--- config.mk ---
export PLATFORM = sky130hd
export DESIGN_NAME = ps2_dir_decoder
export DESIGN_NICKNAME = d
export VERILOG_FILES = /design/src/rtl/ps2_dir_decoder.sv
export SDC_FILE = /design/constraint.sdc
export NUM_CORES = 1
export LEC_CHECK = 0
export CORE_ASPECT_RATIO = 1.5
export CORE_MARGIN = 5
export CORE_UTILIZATION = 55
export DETAILED_ROUTE_END_ITERATION = 10
export PLACE_DENSITY_LB_ADDON = 0.1
export SYNTH_ARGS = -nofsm -noshare
export SYNTH_HDL_FRONTEND = slang
export SYNTH_SLANG_ARGS = --single-unit
--- constraint.sdc ---
create_clock -name MCLK -period 2.3 [get_ports MCLK]
set_input_delay 0.46 -clock MCLK [delete_from_list [all_inputs] [get_ports MCLK]]
set_output_delay 0.46 -clock MCLK [all_outputs]
set_load 0.01 [all_outputs]
--- src/rtl/ps2_dir_decoder.sv ---
// PS/2 receive-only front end: synchronise, glitch-filter, frame and decode
// keyboard bytes into a snake direction plus start pulses.
module ps2_dir_decoder #(
    parameter int FILTER_LEN     = 4,
    parameter int TIMEOUT_CYCLES = 50000
) (
    input  logic       MCLK,
    input  logic       RST_N,
    input  logic       PS2_CLK,
    input  logic       PS2_DATA,
    output logic [7:0] SCAN_CODE,
    output logic       CODE_VALID,
    output logic       FRAME_ERR,
    output logic [1:0] DIR,
    output logic       DIR_VALID,
    output logic       START
);

    localparam int FW = $clog2(FILTER_LEN + 1);
    localparam int TW = $clog2(TIMEOUT_CYCLES + 1);

    localparam logic [1:0] DIR_UP    = 2'b00;
    localparam logic [1:0] DIR_RIGHT = 2'b01;
    localparam logic [1:0] DIR_DOWN  = 2'b10;
    localparam logic [1:0] DIR_LEFT  = 2'b11;

    typedef enum logic [1:0] {S_IDLE, S_DATA, S_PARITY, S_STOP} state_t;

    logic          clk_s1_q, clk_s2_q, dat_s1_q, dat_s2_q;
    logic          filt_q;
    logic [FW-1:0] fcnt_q;
    logic          fall_en;
    logic [TW-1:0] tmo_q, tmo_d;
    logic          tmo_hit;

    state_t        state_q;
    logic [2:0]    bit_cnt_q;
    logic [7:0]    shift_q;
    logic          par_q;
    logic [7:0]    scan_q;
    logic          code_valid_q, frame_err_q;

    logic          e0_q, f0_q;
    logic [1:0]    dir_q;
    logic          dir_valid_q, start_q;
    logic          req_vld, is_space, accept;
    logic [1:0]    req_dir;

    // The filtered clock only follows the synchronised clock after it has held
    // the opposite level for FILTER_LEN consecutive samples.
    always_ff @(posedge MCLK) begin
        if (!RST_N) begin
            clk_s1_q <= 1'b1;
            clk_s2_q <= 1'b1;
            dat_s1_q <= 1'b1;
            dat_s2_q <= 1'b1;
            filt_q   <= 1'b1;
            fcnt_q   <= '0;
        end else begin
            clk_s1_q <= PS2_CLK;
            clk_s2_q <= clk_s1_q;
            dat_s1_q <= PS2_DATA;
            dat_s2_q <= dat_s1_q;
            if (clk_s2_q != filt_q) begin
                if (fcnt_q == FW'(FILTER_LEN - 1)) begin
                    filt_q <= clk_s2_q;
                    fcnt_q <= '0;
                end else begin
                    fcnt_q <= fcnt_q + 1'b1;
                end
            end else begin
                fcnt_q <= '0;
            end
        end
    end

    assign fall_en = filt_q && !clk_s2_q && (fcnt_q == FW'(FILTER_LEN - 1));

    assign tmo_hit = (tmo_q == TW'(TIMEOUT_CYCLES));

    always_comb begin
        tmo_d = tmo_q;
        if (fall_en)
            tmo_d = '0;
        else if (!tmo_hit)
            tmo_d = tmo_q + 1'b1;
    end

    always_ff @(posedge MCLK) begin
        if (!RST_N)
            tmo_q <= '0;
        else
            tmo_q <= tmo_d;
    end

    always_ff @(posedge MCLK) begin
        if (!RST_N) begin
            state_q      <= S_IDLE;
            bit_cnt_q    <= '0;
            shift_q      <= '0;
            par_q        <= 1'b0;
            scan_q       <= '0;
            code_valid_q <= 1'b0;
            frame_err_q  <= 1'b0;
        end else begin
            code_valid_q <= 1'b0;
            frame_err_q  <= 1'b0;
            if (fall_en) begin
                case (state_q)
                    S_IDLE: begin
                        if (!dat_s2_q) begin
                            state_q   <= S_DATA;
                            bit_cnt_q <= '0;
                        end else begin
                            frame_err_q <= 1'b1;
                        end
                    end
                    S_DATA: begin
                        shift_q   <= {dat_s2_q, shift_q[7:1]};
                        bit_cnt_q <= bit_cnt_q + 1'b1;
                        if (bit_cnt_q == 3'd7)
                            state_q <= S_PARITY;
                    end
                    S_PARITY: begin
                        par_q   <= dat_s2_q;
                        state_q <= S_STOP;
                    end
                    S_STOP: begin
                        state_q <= S_IDLE;
                        if (dat_s2_q && ((^shift_q) ^ par_q)) begin
                            scan_q       <= shift_q;
                            code_valid_q <= 1'b1;
                        end else begin
                            frame_err_q <= 1'b1;
                        end
                    end
                    default: state_q <= S_IDLE;
                endcase
            end else if (tmo_hit && state_q != S_IDLE) begin
                state_q     <= S_IDLE;
                frame_err_q <= 1'b1;
            end
        end
    end

    // Arrow codes need the E0 prefix; letter keys are taken with or without it.
    always_comb begin
        req_vld  = 1'b0;
        req_dir  = dir_q;
        is_space = 1'b0;
        case (scan_q)
            8'h75: begin req_vld = e0_q; req_dir = DIR_UP;    end
            8'h72: begin req_vld = e0_q; req_dir = DIR_DOWN;  end
            8'h6B: begin req_vld = e0_q; req_dir = DIR_LEFT;  end
            8'h74: begin req_vld = e0_q; req_dir = DIR_RIGHT; end
            8'h1D: begin req_vld = 1'b1; req_dir = DIR_UP;    end
            8'h1B: begin req_vld = 1'b1; req_dir = DIR_DOWN;  end
            8'h1C: begin req_vld = 1'b1; req_dir = DIR_LEFT;  end
            8'h23: begin req_vld = 1'b1; req_dir = DIR_RIGHT; end
            8'h29: is_space = !e0_q;
            default: ;
        endcase
    end

    assign accept = req_vld && (req_dir != dir_q) && ((req_dir ^ dir_q) != 2'b10);

    always_ff @(posedge MCLK) begin
        if (!RST_N) begin
            e0_q        <= 1'b0;
            f0_q        <= 1'b0;
            dir_q       <= DIR_RIGHT;
            dir_valid_q <= 1'b0;
            start_q     <= 1'b0;
        end else begin
            dir_valid_q <= 1'b0;
            start_q     <= 1'b0;
            if (frame_err_q) begin
                e0_q <= 1'b0;
                f0_q <= 1'b0;
            end else if (code_valid_q) begin
                if (scan_q == 8'hE0) begin
                    e0_q <= 1'b1;
                end else if (scan_q == 8'hF0) begin
                    f0_q <= 1'b1;
                end else begin
                    if (!f0_q) begin
                        if (accept) begin
                            dir_q       <= req_dir;
                            dir_valid_q <= 1'b1;
                        end
                        start_q <= is_space;
                    end
                    e0_q <= 1'b0;
                    f0_q <= 1'b0;
                end
            end
        end
    end

    assign SCAN_CODE  = scan_q;
    assign CODE_VALID = code_valid_q;
    assign FRAME_ERR  = frame_err_q;
    assign DIR        = dir_q;
    assign DIR_VALID  = dir_valid_q;
    assign START      = start_q;

endmodule

======== Word level (Yosys, flattened, before mapping) ========
Cells that the tools add are included.
Widths: inputs -> output; s select.
word-level totals
  flip-flop bits (word level) ............. 54
  input port bits ......................... 4
  output and inout port bits .............. 14
operators by class
  reduce and logical (&&, ||, !) cells .... 34
  $add $sub $neg .......................... 3
  multiplexer cells ....................... 19
  equality and inequality tests ........... 24
  bitwise gates (word level) .............. 10
operator list
  kind                   count
  $eq 8x7->1 const B     4
  $eq 8x5->1 const B     3
  $add 16x1->16 const B  1
  $eq 16x16->1 const B   1
  $eq 8x6->1 const B     2
  $eq 8x8->1 const B     2
  $pmux 2 s4             2
  $reduce_and 3->1       4
  $reduce_or 2->1        6
  $reduce_and 2->1       5
  $mux 1                 9
  $mux 2                 4
  $not 1->1              8
  $reduce_or 4->1        2
  $reduce_xor 8->1       1
  $reduce_or 7->1        1
  $add 3x1->3 const B    2
  $logic_and 1x1->1      6
  $ne 2x2->1 const B     3
  $ne 3x3->1 const B     2
  $pmux 3 s2             1
  $reduce_and 6->1       1
  $reduce_bool 2->1      3
  $reduce_or 6->1        1
  13 further kinds       16

======== Depth between registers and ports, before layout ========
  depth after elaboration ................. 7
  mapped depth ............................ 9

======== Least setup slack after synthesis ========
Ideal clock, no wire load.
  path type ............................... flip-flop to flip-flop
  start point ............................. register scan_q[1] (netlist: SCAN_CODE[1])
  end point ............................... register with a tool-made name
  cell stages (with the launch flop) ...... 6
  setup slack ............................. 0.429 ns
  path buffers ............................ 0
  library setup time ...................... 0.122 ns
  clock period less this slack ............ 1.871 ns
  data required time ...................... 2.178 ns
  arrival ................................. 1.749 ns
  path through ............................ dfxtp_1 -> or3b_1 -> or4_4 -> nand4_2 -> xnor2_1 -> o311a_1
RTL lines
  element                 line  text
  from (decl)             40    logic [7:0] scan_q;
  from (signal assigned)  131   scan_q <= shift_q;

======== Final worst setup path ========
  start point ............................. register tmo_q[5]
  end point ............................... register state_q[1]
on the way
  word-level cells in the longest chain between the ends .. 4
ends and longest elaborated chain
  element                             line  text
  from (decl)                         33    logic [TW-1:0] tmo_q, tmo_d;
  from (signal assigned)              93    tmo_q <= tmo_d;
  $eq 16x16->1                        79    assign tmo_hit = (tmo_q == TW'(TIMEOUT_CYCLES));
  $logic_and 1x1->1                   139   end else if (tmo_hit && state_q != S_IDLE) begin
  $reduce_bool 2->1 (no source line)  -
  $reduce_and 3->1 (no source line)   -
  to (signal assigned)                98    state_q <= S_IDLE;
  to (signal assigned)                137   default: state_q <= S_IDLE;
  to (signal assigned)                140   state_q <= S_IDLE;
  to (decl)                           36    state_t state_q;
No other way between the ends.
A chain may end at the register's enable or synchronous reset.

==> impl_results.md <==
- Worst Path Required: ~2500 ps
- Largest net degree at the start of global routing: 23
- Asr flop ratio synth: 0%
- Crit path launch: tmo_q[5]$_SDFFE_PP0N_
- FF-to-FF setup slack: roughly 300 ps
- Die width: around 66 µm
- Total track usage: 17.8%
- First-pass GRT wire length: a little under 9000 µm
- 1st-iter DRT viols: 95
- GP Congestion: a little over 0.8
- Critical Path AT: 2190 ps
- Most frequent cells in the layout: dfxtp_1, nand2_1, nor2_1
- Reg2reg start: tmo_q[5]$_SDFFE_PP0N_
- Status: complete, no violations
- Core Region: between 4000 and 5000 µm²
- Reg2Reg Depth: 6
- # resized after CTS: 0
- Non-filler cells, final: around 390
- Mapped Cells: about 300
- RSZ-0062 raised after global routing: false
- DRC: 0
- Worst Setup End Kind: flip-flop
- Mapped cell area: 2600 µm²
- Setup Total Neg Slack: 0 ps
- GRT overflow: 0
- Inserted Diodes: 0
- Die Ht: approximately 94 µm
- Bufs on Longest Clock Path: 2
- Worst R2R End: state_q[1]$_SDFFE_PN0P_
- DR WL/cell: 12.8 µm
- CTS Buf Count: 5
- Critical path class: reg2reg
- HP Class: reg2reg
- Worst Skew: about 9 ps
- Vias per inst: roughly 5.3
- Layout Nets: 336
- Synth Flop Type: dfxtp_1
- Flops & latches, synth: between 50 and 60
- Initial Utilization: 57.2%
- Static leakage: roughly 1.1 nW
- Most common cell after layout, fill and taps aside: dfxtp_1
- Post-synthesis sequential area ratio: about two fifths
- Synth Warn #: 0
- Tot Pwr: ~1.5 mW
- CP startpoint kind: flip-flop
- CTS Sinks: 54
- Post-cts hold buffer count: 0
- Clock period minus worst slack: around 2000 ps
- Placed Cells: between 300 and 400
- Die area: 6230 µm²
- Total Wirelength: slightly below 5000 µm
- I/O Pins: 18
- Final ANT Viol Nets: 0
- CTS tree: done
- Post-synth cell types: 52
- P per Cell Area: about 520 nW/µm²
- Clock latency on the worst-skew pair: around 300 ps
- # setup viols final: 0
- Setup Fix Bufs, Post-CTS: 0
- Max-slew violations: 0
- Hold Vio Cnt, Final: 0
- Clock-pin slew on the worst setup and hold paths: 90 ps
- Slew HR: approximately 64%
- Period Utilization, post-route: 86.9%
- Fmax: between 0.5 and 0.6 GHz
- FP Rows: 30
- # port buffers: 17
- EDFF count, synth: 0
- Hold path depth: 1
- Root Driver: clkbuf_8
- Worst slew pin tran: ~530 ps
- Initial antenna violation count: 0
- Synth Area per Inst: 8.58 µm²
- Vias: 2030
- HP Start: dat_s1_q$_SDFF_PN1_
- Maximum VDD drop: approximately 500 µV
- TritonRoute pass-1 iters: 4
- Post-synthesis net count: 318
- Crit-path max FO: 4
- Fin worst setup slack: approximately 300 ps
- Min-Delay Endpoint: dat_s2_q$_SDFF_PN1_
- H-tree lvl count: 2
- DPL Wire Length: 3700 µm
- Pre-CTS setup slack: 313 ps
- Final core utilization: approximately 64%
- Area Growth Syn to Fin: 12.0%
- Max_cap viols: 0
- Share of cells above drive strength 1: 7.14%
- Vias in the first global route: ~2000
==> worst max-delay path by stage <==
stage                                      endpoint  slack (ps)  cells after the start
final                       state_q[1]$_SDFFE_PN0P_         300                      6
after global routing      SCAN_CODE[1]$_SDFFE_PN0P_         130                      6
after CTS                   state_q[1]$_SDFFE_PN0P_         280                      6
after detailed placement    state_q[1]$_SDFFE_PN0P_         310                      6
after global placement                    flip-flop         330                      5
after floorplan                           flip-flop         430                      5
==> final cells by class <==
| class | instances | area [µm²] |
|---|---|---|
| repair buffers | 22 | 208 |
| inverters | 14 | 52.6 |
| fillers | 396 | 1630 |
| multi-input cells | 224 | 1400 |
| clock inverters | 1 | 5.00 |
| clock buffers | 7 | 86.3 |
| flip-flops and latches | 54 | 1080 |
| well taps | 64 | 80.1 |
==> worst max-delay path: stages (launching register included) <==
cell and delay [ps]:
dfxtp_1 340, or4b_1 580, nor4_4 430, nand2_1 100
nor2_1 190, o31ai_1 100, and2_1 160
==> cells in the mapped netlist, types with 3 or more instances <==
cell / n / area share, %
inv_1: 14 / 2.0
xor2_1: 12 / 4.0
nor2_1: 33 / 4.8
nor3_1: 4 / 0.77
nand4_1: 8 / 1.9
dfxtp_1: 54 / 42
o211ai_1: 3 / 0.87
clkbuf_1: 7 / 1.0
nand2b_1: 5 / 1.2
mux2i_1: 3 / 1.2
nand3_1: 17 / 3.3
o21ai_0: 11 / 2.1
ha_1: 11 / 5.3
a21oi_1: 14 / 2.7
nand2_1: 52 / 7.5
xnor2_1: 9 / 3.0
==> power by group <==
group          switching [mW]  internal [mW]  total, mW
clock                   0.282          0.243      0.525
combinational          0.0304         0.0191     0.0495
sequential            0.00698          0.942      0.949
==> layer usage <==
layer	up-vias	track usage [%]	share of wire, %	wire (µm)
met5	-	0	0	0
met4	0	6.61	2.0	100
met3	11	2.51	2.7	132
met2	32	33.6	54	2660
met1	910	19.6	41	2050
li1	1077	-	-	-
==> registers in the layout, indices dropped and copies added, names as in the netlist, 2 cells and up, named ones only <==
signal     flops
tmo_q         16
SCAN_CODE      8
shift_q        8
bit_cnt_q      3
fcnt_q         3
state_q        2
==> through the flow <==
step / instance area, µm² / hold WS (ps)
finish: 2910 / 420
global route: 2910 / 450
detailed placement: 2820 / 401
global placement: 2820 / 391
floorplan: 2600 / 386
CTS: 2910 / 424
==> cell families (layout without fill, tap and decap cells) <==
logic type | after synthesis | after routing | share of synthesized area, %
muxes | 3 | 3 | 1.16
adders and majority gates | 11 | 11 | 5.30
and+or+nand+nor | 143 | 143 | 28.4
DFF | 54 | 54 | 41.6
xor gates and xnor gates | 22 | 22 | 7.94
buffers and inverters | 25 | 44 | 4.57
AOI/OAI and AO/OA | 45 | 45 | 11.0
(Power assumes the default switching activity.)
